<file path="config.mk">
export PLATFORM = sky130hd
export DESIGN_NAME = output_neuron
export DESIGN_NICKNAME = d
export VERILOG_FILES = /design/src/rtl/output_neuron.sv
export SDC_FILE = /design/constraint.sdc
export NUM_CORES = 1
export LEC_CHECK = 0
export CAP_MARGIN = 20
export CORE_UTILIZATION = 53
export CTS_CLUSTER_DIAMETER = 60
export DETAILED_ROUTE_END_ITERATION = 12
export GPL_TIMING_DRIVEN = 0
export PLACE_DENSITY = 0.95
export SLEW_MARGIN = 20
export SYNTH_ARGS = -nofsm -noshare
export SYNTH_HDL_FRONTEND = slang
export SYNTH_SLANG_ARGS = --single-unit
export TNS_END_PERCENT = 30
</file>
<file path="constraint.sdc">
create_clock -name clk -period 6.4 [get_ports clk]
set_input_delay 1.28 -clock clk [delete_from_list [all_inputs] [get_ports clk]]
set_output_delay 1.28 -clock clk [all_outputs]
set_load 0.02 [all_outputs]
</file>
<file path="src/rtl/output_neuron.sv">
// Output-layer neuron: ANDs each serial activation beat with its weight, sums a frame of
// NUM_IN beats, and presents a thresholded, clamped result. Define OUTPUT_NEURON_ACC_SAT_EN to saturate the sum.
module output_neuron #(
  parameter int NUM_IN = 2,
  parameter int DW     = 4,
  parameter int ACC_W  = 8
) (
  input  logic                 clk,
  input  logic                 reset,
  input  logic                 clr,
  input  logic [DW-1:0]        in_data,
  input  logic                 in_valid,
  output logic                 in_ready,
  input  logic [NUM_IN*DW-1:0] w_bus,
  input  logic [ACC_W-1:0]     T,
  output logic [DW-1:0]        outf,
  output logic                 fire,
  output logic                 out_valid,
  input  logic                 out_ready,
  output logic                 busy
);

  localparam int IDX_W = (NUM_IN > 1) ? $clog2(NUM_IN) : 1;
  localparam logic [IDX_W-1:0] LAST_IDX = IDX_W'(NUM_IN - 1);
  localparam logic [ACC_W-1:0] OUT_MAX  = ACC_W'((1 << DW) - 1);

  typedef enum logic [1:0] {IDLE, ACCUM, FIRE} state_t;

  state_t           state_q, state_d;
  logic [ACC_W-1:0] acc_q, acc_d;
  logic [IDX_W-1:0] idx_q, idx_d;
  logic [DW-1:0]    outf_q, outf_d;
  logic             fire_q, fire_d;
  logic             out_valid_q, out_valid_d;

  logic [DW-1:0]    w_arr [NUM_IN];
  logic [DW-1:0]    w_sel;
  logic [ACC_W-1:0] term, acc_base, acc_next, clamped;
  logic             fire_next, beat_acc;

  for (genvar gi = 0; gi < NUM_IN; gi++) begin : g_w
    assign w_arr[gi] = w_bus[gi*DW +: DW];
  end

  assign w_sel    = w_arr[idx_q];
  assign term     = ACC_W'(in_data & w_sel);
  // The first beat of a frame starts from zero regardless of any stale acc value.
  assign acc_base = (idx_q == '0) ? '0 : acc_q;

`ifdef OUTPUT_NEURON_ACC_SAT_EN
  logic [ACC_W:0] sum_wide;
  assign sum_wide = {1'b0, acc_base} + {1'b0, term};
  assign acc_next = sum_wide[ACC_W] ? '1 : sum_wide[ACC_W-1:0];
`else
  assign acc_next = acc_base + term;
`endif

  assign fire_next = (acc_next >= T);
  assign clamped   = (acc_next > OUT_MAX) ? OUT_MAX : acc_next;

  assign in_ready  = reset && (state_q != FIRE);
  assign beat_acc  = in_valid && in_ready;
  assign outf      = outf_q;
  assign fire      = fire_q;
  assign out_valid = out_valid_q;
  assign busy      = (state_q != IDLE);

  always_comb begin
    state_d     = state_q;
    acc_d       = acc_q;
    idx_d       = idx_q;
    outf_d      = outf_q;
    fire_d      = fire_q;
    out_valid_d = out_valid_q;
    if (clr) begin
      state_d     = IDLE;
      acc_d       = '0;
      idx_d       = '0;
      outf_d      = '0;
      fire_d      = 1'b0;
      out_valid_d = 1'b0;
    end else begin
      case (state_q)
        IDLE, ACCUM: begin
          if (beat_acc) begin
            acc_d = acc_next;
            if (idx_q == LAST_IDX) begin
              fire_d      = fire_next;
              outf_d      = fire_next ? DW'(clamped) : '0;
              out_valid_d = 1'b1;
              idx_d       = '0;
              state_d     = FIRE;
            end else begin
              idx_d   = idx_q + IDX_W'(1);
              state_d = ACCUM;
            end
          end
        end
        FIRE: begin
          // Result (outf/fire) is left in place after the handshake.
          if (out_ready) begin
            out_valid_d = 1'b0;
            acc_d       = '0;
            state_d     = IDLE;
          end
        end
        default: state_d = IDLE;
      endcase
    end
  end

  always_ff @(posedge clk or negedge reset) begin
    if (!reset) begin
      state_q     <= IDLE;
      acc_q       <= '0;
      idx_q       <= '0;
      outf_q      <= '0;
      fire_q      <= 1'b0;
      out_valid_q <= 1'b0;
    end else begin
      state_q     <= state_d;
      acc_q       <= acc_d;
      idx_q       <= idx_d;
      outf_q      <= outf_d;
      fire_q      <= fire_d;
      out_valid_q <= out_valid_d;
    end
  end

endmodule

</file>
* Word level (Yosys, flattened, before mapping) *
Index checks and enable logic that the tools add are counted.

cells by class
  add/sub/neg operators = 2
  order comparisons = 3
  equality and inequality tests = 6
  mux-type cells = 32
  bitwise logic cells = 2
  reductions and logical operators = 14

operator list
  cell                                                                              number
  4-bit two-way mux                                                                 9
  8-bit two-way mux                                                                 4
  8-bit one-hot mux with 2 select lines                                             1
  1-bit two-way mux                                                                 12
  3-bit inequality test (second input constant)                                     3
  8-bit by 4-bit adder with 8-bit output                                            1
  8-bit greater-or-equal comparator                                                 1
  8-bit by 4-bit greater-than comparator with 1-bit output (second input constant)  1
  2-bit two-way mux                                                                 4
  2-bit nonzero test                                                                4
  3-bit AND reduction                                                               2
  4-bit AND                                                                         1
  2-bit one-hot mux with 2 select lines                                             1
  2-bit AND reduction                                                               2
  4-bit AND reduction                                                               1
  3-bit nonzero test                                                                1
  2-bit by 1-bit == test with 1-bit output (second input constant)                  1
  2-bit == test (second input constant)                                             1
  2-bit greater-or-equal comparator (second input constant)                         1
  1-bit logical AND                                                                 2
  2-bit logical NOT                                                                 1
  2-bit inequality test (second input constant)                                     1
  1-bit NOT with 2-bit output                                                       1
  1-bit one-hot mux with 2 select lines                                             1
  2 further kinds                                                                   2

word-level totals
  bits in registers = 17
  input bits = 25
  output and inout port bits = 8
  logic and storage cells = 65

* Logic depth before layout (Yosys ltp) *
  word-level depth = 13
  depth in mapped cells = 15
  depth with buffers taken out = 14

* Worst setup path before layout *
OpenSTA, ideal clock, no wires.

  kind = input -> register
  start = input port w_bus[4]
  end = register outf_q[0], in the netlist outf[0]
  setup time = 0.087 ns
  arrival time = 3.615 ns
  slack = 2.698 ns
  stages on the path = 14
  buffers on the path = 0
  path through = mux2i_1 > nor2b_1 > ha_1 > fa_1 > nand3_1 > a21oi_1 > xor2_1 > and2_1 > ha_1 > and4_1 > o21ai_0 > nor3_1 > o211ai_1 > a32oi_1

on the way
  longest elaborated chain between the ends = 12
  elaborated cells on any way between the ends = 13
  those cells by class = 1 x add/sub; 2 x order compare; 9 x mux; 1 x bitwise

RTL lines
  item                                                      RTL line  RTL
  start: declaration                                        14        input logic [NUM_IN*DW-1:0] w_bus,
  4-bit two-way mux (not written as such) * (3 in a row)    45        assign w_sel = w_arr[idx_q];
  4-bit AND *                                               46        assign term = ACC_W'(in_data & w_sel);
  8-bit by 4-bit adder with 8-bit output *                  55        assign acc_next = acc_base + term;
  8-bit by 4-bit greater-than comparator with 1-bit output  59        assign clamped = (acc_next > OUT_MAX) ? OUT_MAX : acc_next;
  4-bit two-way mux                                         59
  4-bit two-way mux *                                       89        outf_d = fire_next ? DW'(clamped) : '0;
  4-bit two-way mux *                                       87        if (idx_q == LAST_IDX) begin
  4-bit two-way mux *                                       85        if (beat_acc) begin
  4-bit two-way mux *                                       83        case (state_q)
  4-bit two-way mux *                                       75        if (clr) begin
  end signal: assignment                                    124       outf_q <= outf_d;
  end: declaration                                          32        logic [DW-1:0] outf_q, outf_d;

Mark *: on every way between the ends. The rest lies on a longest branch, timed or not. The select of a mux whose other input is x is not followed.
A chain may end at the register's enable or synchronous reset.

* Final worst setup path *
  start = input port reset
  end = output port in_ready

on the way
  longest elaborated chain between the ends = 1

RTL lines
  item                RTL line  RTL
  start: declaration  9         input logic reset,
  1-bit logical AND   61        assign in_ready = reset && (state_q != FIRE);
  end: declaration    13        output logic in_ready,

Every way passes these cells.

==> results.yml <==
run_status:
  outcome: "completed"
power:
  total_power_uw: 236
  powerDensity_nw_per_um2: 138
  p_leak_uw: 0.000771
  peakVddDrop_mv: 0.142
clocking:
  clkLatencyLatePin_ps: 290
  root_buffer: "clkbuf_4"
  cts-resized-gates: 0
  post-cts-setup-buffers: 0
  cts-htree-levels: 1
  cts_buffers: 3
  cts.sinks: 17
  clk_pin_slew_worst_paths_ps: 100
  cts_tree: "built"
  cts_max_path_buffers: 2
  ctsHoldBuffers: 0
setup_path:
  critPathMaxStageDelay_ps: 990
  r2r-end: "outf[1]"
  rr_startpoint: "idx_q"
  required_ps: 5120
  crit_arrival_ps: 3120
  worst-r2r-cell-count: 14
  crit_fanout: 19
  rrSetupSlack_ps: 2670
  crit_type: "in -> out"
  crit_top_cell: "clkdlybuf4s50_1"
  crit_slowest_cell: "clkdlybuf4s50_1"
  critPathLaunchType: "primary input"
  end_kind: "primary output"
  startpoint: "reset"
  crit_chain: "clkdlybuf4s50_1 -> nor2b_1 -> clkdlybuf4s50_1"
  endpoint: "in_ready"
synth:
  synth_compound_gate_area_share: 0.200
  synth-seq-cells: 17
  synthAdderAreaFrac: 0.127
  synth_xor_area_frac: 0.0328
  ys_seq_area_frac: 0.318
  syn_area_um2: 1340
  synth.distinct_cells: 40
  postSynthCellCount: 148
  synth_top_family_by_area: "simple AND/OR/NAND/NOR gates"
  synth-simple-area-share: 0.231
  syn_area_per_cell_um2: 9.03
  synthMuxAreaShare: 0.0478
  yosysWarnings: 0
  synth.net_count: 186
drt:
  finalWirelength_mm: 3.23
  wl_per_cell_um: 15.3
  drcViolationCount: 0
  drt-vias-per-instance: 5.87
  drtIter0Drc: 49
  dr.pass1.iters: 4
  via_count: 1238
  route.antenna.remaining_nets: 0
sta:
  slew_headroom: 0.459
  rsz0062_at_grt: "false"
  setup_viol: 0
  min_period_ps: 4400
  drv_slew: 0
  hold_viol: 0
  skew_ps: 2.55
  fin_crit_sh: 0.688
  fmax_mhz: 227
  worstMarginPinSlew_ps: 809
  setup-tns-final_ps: 0
placement:
  place_area_um2: 1680
  dp_hpwl_mm: 2.54
  port_buffers: 31
  routabilityCongestion: 0.840
die:
  start_util: 0.582
  io_pins: 33
  die_h_um: 52.2
  die_w_um: 52.2
  num_rows: 17
  coreArea_um2: 2300
  die_area_um2: 2730
grt:
  grt_usage: 0.270
  gr-total-overflow: 0
  grt_pass1_vias: 1318
  grt_pass1_wl_mm: 5.49
  antenna_found_initial: 0
  grt_max_degree: 20
final_layout:
  syn_to_final_growth_pct: 27.9
  fill_cells: 169
  final_area_um2: 1710
  final_layout_size_suffix_gt1_frac: 0.0984
  fin_nets: 222
  diodes: 0
worst_hold_path:
  hold_path_class: "reg -> reg"
flow_run:
  drv_cap: 0
[critical path: cells and delay by family]
| family | cells | cell delay, ps |
|---|---|---|
| AND/OR/NAND/NOR | 1 | 220 |
| buffers and inverters | 2 | 1610 |
[cell usage in the layout, fill, tap and decap left out, types with 2 or more instances in the layout]
master,n
xnor2_1,2
a32oi_1,4
nand2b_1,2
nor2b_1,6
nor2_1,7
mux2i_1,5
nand3_1,3
clkdlybuf4s50_1,31
nand2_1,21
a22o_1,5
xor2_1,3
inv_1,10
buf_2,3
nor3_1,3
a21oi_2,2
dfrtp_1,17
ha_1,12
a21oi_1,11
and2_1,5
clkbuf_4,3
o21ai_0,6
[cells in the mapped netlist]
library cell	number	area share
a2111oi_4	1	0.021
a211oi_2	1	0.0094
a21oi_1	11	0.041
a21oi_2	2	0.013
a22o_1	5	0.033
a32oi_1	4	0.026
and2_1	5	0.023
and2b_1	1	0.0056
and3_1	1	0.0047
and4_1	1	0.0066
buf_2	3	0.011
clkbuf_1	1	0.0028
dfrtp_1	17	0.32
fa_1	1	0.015
ha_1	12	0.11
inv_1	10	0.028
mux2i_1	5	0.037
mux2i_2	1	0.010
nand2_1	21	0.059
nand2_2	1	0.0047
nand2b_1	2	0.0094
nand2b_4	1	0.010
nand3_1	3	0.011
nand4b_1	1	0.0066
nand4bb_1	1	0.0084
nor2_1	7	0.020
nor2_2	1	0.0047
nor2b_1	6	0.028
nor3_1	3	0.011
nor3_2	1	0.0075
nor3b_1	1	0.0056
o2111ai_1	1	0.0066
o2111ai_2	1	0.011
o211ai_1	1	0.0056
o21ai_0	6	0.022
o221ai_1	1	0.0066
o22ai_1	1	0.0047
or2_2	1	0.0047
xnor2_1	2	0.013
xor2_1	3	0.020
[how the worst min path moves through the flow]
stage	endpoint	from	slack, ps	cells after the start
after floorplan	acc_q[0]	acc_q[0]	440	2
after global placement	acc_q[2]	acc_q[2]	460	2
after detailed placement	acc_q[1]	acc_q[1]	480	2
after CTS	acc_q[1]	acc_q[1]	500	2
after global routing	fire	fire	530	2
final	acc_q[0]	acc_q[0]	490	2
[registers in the layout, indices dropped and copies added, names as in the netlist]
name	flops
acc_q	8
fire	1
idx_q	1
out_valid	1
outf	4
state_q	2
[cell families after synthesis]
logic type | Yosys count
mux | 6
xor+xnor | 5
flops | 17
simple gates | 58
fa+ha+maj | 13
compound gates | 35
buf+inv | 14
[cell type report]
class / count / area [um2] / area share
timing repair buffer: 31 / 310 / 0.182
clock buffer: 3 / 22.5 / 0.0132
multi-input combinational: 117 / 855 / 0.500
sequential: 17 / 425 / 0.249
inverter: 10 / 37.5 / 0.0220
clock inverter: 1 / 5.00 / 0.00293
buffer: 4 / 18.8 / 0.0110
tap: 28 / 35.0 / 0.0205
[power breakdown]
group | internal [uW] | total, uW | switching, uW
logic | 33.1 | 65.5 | 32.4
clock network | 23.2 | 57.7 | 34.4
registers | 110 | 113 | 2.23
[metal layers]
| metal | vias up | track usage | wire [um] |
|---|---|---|---|
| met5 | - | 0 | 0 |
| met1 | 581 | 0.330 | 1350 |
| met3 | 8 | 0.0522 | 243 |
| li1 | 599 | - | - |
| met4 | 0 | 0.105 | 44 |
| met2 | 50 | 0.468 | 1590 |
[stage by stage]
stage / worst slack [ps] / utilization / std cells / hold WS (ps)
final: 2000 / 0.744 / 211 / 491
after CTS: 1970 / 0.744 / 211 / 499
after floorplan: 2700 / - / 148 / 442
after global placement: 1990 / 0.732 / 207 / 457
after global routing: 1830 / 0.744 / 211 / 526
after detailed placement: 1920 / 0.732 / 207 / 476
Note: power is estimated with default switching activity, not from simulation.
